### src/rtl/mem_access_unit.sv
// Memory-access stage of the RV32I pipeline: single-outstanding req/ack data bus,
// little-endian lane steering, load extension and pipeline stall generation.
package mem_access_pkg;
    localparam int REG_WIDTH    = 5;
    localparam int DATA_WIDTH   = 32;
    localparam int ALU_OP_WIDTH = 5;
    localparam logic [ALU_OP_WIDTH-1:0] ALU_LB  = 5'd16;
    localparam logic [ALU_OP_WIDTH-1:0] ALU_LH  = 5'd17;
    localparam logic [ALU_OP_WIDTH-1:0] ALU_LW  = 5'd18;
    localparam logic [ALU_OP_WIDTH-1:0] ALU_LBU = 5'd19;
    localparam logic [ALU_OP_WIDTH-1:0] ALU_LHU = 5'd20;
    localparam logic [ALU_OP_WIDTH-1:0] ALU_SB  = 5'd21;
    localparam logic [ALU_OP_WIDTH-1:0] ALU_SH  = 5'd22;
    localparam logic [ALU_OP_WIDTH-1:0] ALU_SW  = 5'd23;
endpackage

module mem_access_unit
    import mem_access_pkg::*;
(
    input  logic                    CLK,
    input  logic                    RST,
    input  logic [REG_WIDTH-1:0]    rd,
    input  logic                    rd_op,
    input  logic [DATA_WIDTH-1:0]   rd_data,
    input  logic [ALU_OP_WIDTH-1:0] aluop,
    input  logic [DATA_WIDTH-1:0]   mem_addr,
    input  logic                    hold,
    output logic                    stall_req,
    output logic                    misalign,
    output logic                    bus_req,
    output logic                    bus_we,
    output logic [DATA_WIDTH-1:0]   bus_addr,
    output logic [3:0]              bus_be,
    output logic [DATA_WIDTH-1:0]   bus_wdata,
    input  logic [DATA_WIDTH-1:0]   bus_rdata,
    input  logic                    bus_ack,
    output logic [REG_WIDTH-1:0]    wb_rd,
    output logic                    wb_rd_op,
    output logic [DATA_WIDTH-1:0]   wb_rd_data
);
    typedef enum logic [1:0] {IDLE, ACCESS, DONE} state_t;

    // size encoding: 0 = byte, 1 = half, 2 = word
    function automatic logic [3:0] lane_be(input logic [1:0] size, input logic [1:0] off);
        case (size)
            2'd0:    lane_be = 4'b0001 << off;
            2'd1:    lane_be = off[1] ? 4'b1100 : 4'b0011;
            default: lane_be = 4'b1111;
        endcase
    endfunction

    function automatic logic [31:0] lane_wdata(input logic [1:0] size, input logic [31:0] d);
        case (size)
            2'd0:    lane_wdata = {4{d[7:0]}};
            2'd1:    lane_wdata = {2{d[15:0]}};
            default: lane_wdata = d;
        endcase
    endfunction

    function automatic logic [31:0] load_extract(input logic [1:0] size, input logic sgn,
                                                 input logic [1:0] off, input logic [31:0] rdata);
        logic [31:0] sh;
        sh = rdata >> {off, 3'b000};
        case (size)
            2'd0:    load_extract = {{24{sgn & sh[7]}}, sh[7:0]};
            2'd1:    load_extract = {{16{sgn & sh[15]}}, sh[15:0]};
            default: load_extract = sh;
        endcase
    endfunction

    state_t      state_q, state_d;
    logic        bus_req_q, bus_req_d;
    logic        bus_we_q, bus_we_d;
    logic [31:0] bus_addr_q, bus_addr_d;
    logic [3:0]  bus_be_q, bus_be_d;
    logic [31:0] bus_wdata_q, bus_wdata_d;
    logic [31:0] data_q, data_d;

    logic       is_load, is_store, is_mem, ld_signed, misalign_c, go;
    logic [1:0] size;

    always_comb begin
        is_load   = 1'b0;
        is_store  = 1'b0;
        ld_signed = 1'b0;
        size      = 2'd2;
        case (aluop)
            ALU_LB:  begin is_load  = 1'b1; ld_signed = 1'b1; size = 2'd0; end
            ALU_LH:  begin is_load  = 1'b1; ld_signed = 1'b1; size = 2'd1; end
            ALU_LW:  begin is_load  = 1'b1; size = 2'd2; end
            ALU_LBU: begin is_load  = 1'b1; size = 2'd0; end
            ALU_LHU: begin is_load  = 1'b1; size = 2'd1; end
            ALU_SB:  begin is_store = 1'b1; size = 2'd0; end
            ALU_SH:  begin is_store = 1'b1; size = 2'd1; end
            ALU_SW:  begin is_store = 1'b1; size = 2'd2; end
            default: ;
        endcase
    end

    assign is_mem     = is_load | is_store;
    assign misalign_c = is_mem && (((size == 2'd1) && mem_addr[0]) ||
                                   ((size == 2'd2) && (mem_addr[1:0] != 2'b00)));
    assign go         = is_mem && !misalign_c;
    assign misalign   = misalign_c;

    always_ff @(posedge CLK or posedge RST) begin
        if (RST) begin
            state_q     <= IDLE;
            bus_req_q   <= 1'b0;
            bus_we_q    <= 1'b0;
            bus_addr_q  <= '0;
            bus_be_q    <= '0;
            bus_wdata_q <= '0;
            data_q      <= '0;
        end else begin
            state_q     <= state_d;
            bus_req_q   <= bus_req_d;
            bus_we_q    <= bus_we_d;
            bus_addr_q  <= bus_addr_d;
            bus_be_q    <= bus_be_d;
            bus_wdata_q <= bus_wdata_d;
            data_q      <= data_d;
        end
    end

    // The EX/MEM inputs stay frozen by stall_req/hold until DONE is left,
    // so the address and op can be decoded live in every state.
    always_comb begin
        state_d     = state_q;
        bus_req_d   = bus_req_q;
        bus_we_d    = bus_we_q;
        bus_addr_d  = bus_addr_q;
        bus_be_d    = bus_be_q;
        bus_wdata_d = bus_wdata_q;
        data_d      = data_q;
        stall_req   = 1'b0;
        wb_rd       = rd;
        wb_rd_op    = is_mem ? 1'b0 : rd_op;
        wb_rd_data  = rd_data;
        case (state_q)
            IDLE: begin
                if (go) begin
                    stall_req   = 1'b1;
                    state_d     = ACCESS;
                    bus_req_d   = 1'b1;
                    bus_we_d    = is_store;
                    bus_addr_d  = {mem_addr[31:2], 2'b00};
                    bus_be_d    = lane_be(size, mem_addr[1:0]);
                    bus_wdata_d = lane_wdata(size, rd_data);
                end
            end
            ACCESS: begin
                stall_req = 1'b1;
                if (bus_ack) begin
                    data_d    = load_extract(size, ld_signed, mem_addr[1:0], bus_rdata);
                    bus_req_d = 1'b0;
                    state_d   = DONE;
                end
            end
            DONE: begin
                if (is_load) begin
                    wb_rd_op   = rd_op;
                    wb_rd_data = data_q;
                end
                if (!hold) state_d = IDLE;
            end
            default: state_d = IDLE;
        endcase
    end

    assign bus_req   = bus_req_q;
    assign bus_we    = bus_we_q;
    assign bus_addr  = bus_addr_q;
    assign bus_be    = bus_be_q;
    assign bus_wdata = bus_wdata_q;
endmodule

### config.mk
export PLATFORM = sky130hd
export DESIGN_NAME = mem_access_unit
export DESIGN_NICKNAME = d
export VERILOG_FILES = /design/src/rtl/mem_access_unit.sv
export SDC_FILE = /design/constraint.sdc
export NUM_CORES = 1
export LEC_CHECK = 0
export ABC_AREA = 1
export BUFFER_PORTS_ARGS = -buffer_cell sky130_fd_sc_hd__clkbuf_2
export CORE_AREA = 8 8 111 113
export CTS_BUF_LIST = sky130_fd_sc_hd__clkbuf_8 sky130_fd_sc_hd__clkbuf_16
export DETAILED_ROUTE_END_ITERATION = 10
export DIE_AREA = 0 0 119 121
export PLACE_DENSITY = 0.85
export SLEW_MARGIN = 20
export SYNTH_ARGS = -nofsm -noshare
export SYNTH_HDL_FRONTEND = slang
export SYNTH_SLANG_ARGS = --single-unit
### constraint.sdc
create_clock -name CLK -period 4.6 [get_ports CLK]
set_clock_uncertainty 0.1 [all_clocks]
set_input_delay 0.46 -clock CLK [delete_from_list [all_inputs] [get_ports CLK]]
set_output_delay 0.46 -clock CLK [all_outputs]
set_load 0.03 [all_outputs]
# [Word-level counts from Yosys, hierarchy flattened]
# Cells that the tools add are included.
[classes] n_shift=2 n_eq_ne=15 n_reduce_logical=19 n_mux=22 n_bitwise=3
[ops] op="32-bit one-hot mux with 2 select lines" count=2
[ops] op="32-bit two-way mux" count=2
[ops] op="5-bit equality test (second input constant)" count=8
[ops] op="32-bit by 5-bit right shift with 32-bit output" count=1
[ops] op="1-bit two-way mux" count=9
[ops] op="3-bit OR reduction" count=3
[ops] op="4-bit one-hot mux with 2 select lines" count=1
[ops] op="2-bit two-way mux" count=3
[ops] op="2-bit != test (second input constant)" count=3
[ops] op="2-bit one-hot mux with 3 select lines" count=1
[ops] op="3-bit AND reduction" count=2
[ops] op="5-bit OR reduction" count=1
[ops] op="2-bit by 1-bit equality test with 1-bit output (second input constant)" count=2
[ops] op="2-bit equality test (second input constant)" count=2
[ops] op="1-bit logical AND" count=4
[ops] op="2-bit zero test" count=2
[ops] op="4-bit two-way mux" count=1
[ops] op="1-bit one-hot mux with 2 select lines" count=2
[ops] op="2-bit one-hot mux with 2 select lines" count=1
[ops] op="2-bit AND reduction" count=2
[ops] op="2-bit nonzero test" count=2
[ops] op="1-bit by 2-bit << shifter with 4-bit output (first input constant)" count=1
[ops] op="1-bit AND" count=2
[ops] op="2-bit OR reduction" count=1
[ops] op="other kinds (3)" count=3
[word_totals] in_bits=111 output_inout_bits=110 word_cells=68 reg_bits=102

# [Longest topological paths before layout]
[logic_depth] depth_word=11 ltp_mapped=12 mapped_depth_nobuf=10

# [Worst setup path before layout]
# No wires, ideal clock.
[synth_path] kind="input to output" start="input aluop[1]" end="output wb_rd_data[0]" t_required_ns=4.040 setup_slack_ns=2.189 stages=5 path_buffers=2 arrival_time_ns=1.851 cell_sequence="o21ai_0 -> nand3_1 -> buf_2 -> clkbuf_1 -> o21ai_0"
[synth_between] elab_chain_len=5 word_cells_on_any_way=9 classes_between="eq/ne: 5; mux: 3; reduce/logical: 1"
[synth_rtl] item="from (decl)" line="25" rtl="input logic [ALU_OP_WIDTH-1:0] aluop,"
[synth_rtl] item="5-bit equality test" line="87" rtl="case (aluop)"
[synth_rtl] item="5-bit OR reduction (no source line) (*)"
[synth_rtl] item="1-bit two-way mux (*)" line="87"
[synth_rtl] item="32-bit two-way mux (*)" line="161" rtl="if (is_load) begin"
[synth_rtl] item="32-bit two-way mux (*)" line="140" rtl="case (state_q)"
[synth_rtl] item="to (decl)" line="39" rtl="output logic [DATA_WIDTH-1:0] wb_rd_data"
# Mark *: on every way between the ends. The rest lies on a longest branch, timed or not.

# [Worst setup path in the final report]
[layout_path] start="register state_q[1]" end="output wb_rd_data[6]"
[layout_between] elab_chain_len=2
[layout_rtl] item="from (decl)" line="71" rtl="state_t state_q, state_d;"
[layout_rtl] item="from (signal assigned)" line="116" rtl="state_q <= state_d;"
[layout_rtl] item="2-bit equality test" line="140"
[layout_rtl] item="32-bit two-way mux" line="140"
# Every way passes these cells.

==> reports/qor.csv <==
metric,value,unit
crit_path_start_kind,register,
synth_most_common_cell,nand2_1,
tightest_slew,1.01,ns
dieArea,14400,µm²
slew_violations,0,
fmax,0.318,GHz
yosys.area.top_type,dfrtp_1,
drc,0,
cts.sinks,102,
swShare,43.2,%
drt_iter0_drc,496,
track_usage,23.6,%
clock_path_buffers,2,
dp.cells,1049,
antenna_found_initial,0,
htree_levels,3,
fin_cells,1065,
antennaDiodeCount,0,
synth-edff-count,0,
wl_per_cell,16.1,µm
arrival,2.58,ns
first_global_vias,5232,
design.core.area,10600,µm²
vdd_ir_drop_max,0.220,mV
die_w,119,µm
p_comb_share,39.0,%
fin_crit_sh,68.3,%
path_max_fanout,49,
syn_to_final_growth,21.6,%
clk_latency,0.37,ns
synthCells,748,
min_period,3.14,ns
final_nets,1031,
power,3.12,mW
routabilityCongestion,0.918,
power.switching,1.35,mW
fp.dieH,121,µm
initial_core_util,51.3,%
status,completed,
yosys-top-cells-area,"dfrtp_1, nand2_1, o21ai_0, nand3_1, mux2_2",
rsz0062_at_grt,false,
via_per_inst,5.21,
cap_violations,0,
ctsHoldBuffers,0,
seq_power_share,43.2,%
power.share.clock,17.8,%
crit_path_end_kind,output port,
syn_area_per_cell,7.28,µm²
netlist_area,5440,µm²
setup_viol_count_final,0,
drt-total-wl,17.1,mm
fin_tns_setup,0,ns
finalHoldViolations,0,
clk_pin_slew,0.10,ns
num_vias,5552,
cts_setup_buffers,0,
cts-buffers-inserted,9,
grt-ovfl-total,0,
cts_resized,0,
rows,38,
power.internal,1.77,mW
hold_path_class,primary input to asynchronous set/reset pin,
synth.distinct_cells,31,
async_reset_ff_share,100,%
cp.required,4.04,ns
synth_ff_type,dfrtp_1,
synth_top_area_share,46.9,%
grt_max_degree,63,
critPathKind,register to output port,
yosys-top-cells-count,"nand2_1, dfrtp_1, o21ai_0",
antenna_left,0,
synth_seq_cells,102,
p_leak,3.85,nW
boundaryPins,221,
root_buffer,clkbuf_8,
synth_warnings,0,
port_buffers,208,
grt_first_pass_wirelength,27.5,mm
synth_seq_area_share,46.9,%
cts_tree,done,
p_per_area,471,nW/µm²
drive_above_1_share,27.8,%
slew_headroom,32.7,%
dp_hpwl,13.3,mm
firstDrtPassIters,5,
layout by cell type (no fill, tap or decap):
cell type / n
inv_6: 3
nand3_1: 38
nand3_2: 2
nand3b_1: 1
clkinvlp_4: 2
inv_1: 32
mux2_2: 16
buf_4: 6
dfrtp_1: 102
nand4_1: 1
o21ai_1: 1
o22ai_1: 7
nor3_1: 1
nor2_4: 2
a31oi_1: 8
o211ai_1: 7
o21ai_0: 52
clkbuf_2: 208
inv_4: 1
a22oi_1: 8
conb_1: 2
inv_8: 1
nand2_2: 1
nor2_2: 2
nor2_1: 34
a21boi_0: 1
clkbuf_8: 10
inv_2: 2
nand2_4: 1
clkinv_1: 1
a21oi_1: 2
o31ai_1: 1
nand2_1: 369
logic make-up after synthesis:
logic type      share of synthesized area [%]
simple gates                             32.8
flops                                    46.9
compound gates                           9.12
buf+inv                                  7.84
mux                                      3.31
other cells                            0.0689
flip-flops by register name (all words and copies together), names as in the netlist:
register,count
bus_addr,30
data_q,32
bus_be,4
bus_wdata,32
state_q,2
bus_we,1
bus_req,1
worst max-delay path, cell delays in order (launching register included):
cell	delay (ns)
dfrtp_1	0.41
inv_1	0.07
nor2_1	0.18
nand3_2	0.73
o21ai_0	0.51
clkbuf_2	0.29
through the flow:
| step | area [µm²] | hold WS [ns] | worst slack (ns) | util (%) |
|---|---|---|---|---|
| after floorplan | 5450 | 0.345 | 1.36 | - |
| after detailed placement | 6430 | 0.365 | 1.56 | 60.6 |
| after global placement | 6430 | 0.362 | 1.58 | 60.6 |
| after CTS | 6620 | 0.129 | 1.51 | 62.4 |
| after global routing | 6620 | 0.168 | 1.22 | 62.4 |
| final | 6620 | 0.103 | 1.46 | 62.4 |
final timing paths:
kind / startpoint / to / slack (ns) / depth (start not counted)
worst min register to register: bus_wdata[17]$_DFFE_PP0P_ / bus_wdata[17]$_DFFE_PP0P_ / 0.39 / 2
max in group asynchronous: RST / bus_wdata[2]$_DFFE_PP0P_ / 3.29 / 3
min in group CLK: mem_addr[2] / bus_addr[2]$_DFFE_PP0P_ / 0.18 / 3
worst min-delay path: RST / bus_addr[5]$_DFFE_PP0P_ / 0.10 / 2
worst max register to register: state_q[0]$_DFFE_PP0P_ / bus_addr[11]$_DFFE_PP0P_ / 2.33 / 5
worst max-delay path: state_q[1]$_DFFE_PP0P_ / wb_rd_data[6] / 1.46 / 5
power groups by stage:
stage | Combinational, mW | Clock (mW) | Sequential (mW)
after global placement | 1.20 | 0 | 1.36
after floorplan | 0.467 | 0 | 1.70
after detailed placement | 1.22 | 0 | 1.36
final | 1.22 | 0.556 | 1.35
after CTS | 1.22 | 0.562 | 1.35
after global routing | 1.32 | 0.605 | 1.38
area by class of cell:
| class | instances | area, µm² |
|---|---|---|
| inverter | 36 | 138 |
| sequential | 102 | 2550 |
| clock inverter | 6 | 52.6 |
| clock buffer | 10 | 138 |
| timing repair buffer | 214 | 1090 |
| multi-input combinational | 557 | 2480 |
| fill | 994 | 3980 |
| tap | 140 | 175 |
layer usage:
layer  up-vias  track usage [%]  part of all wire, %  wire (µm)
met1      2555             29.7                   42       7230
li1       2695                -                    -          -
met4         0             9.33                  3.2        554
met2       263             38.0                   47       8030
met3        39             6.14                  7.7       1320
met5         -                0                    0          0
(Power assumes the default switching activity.)
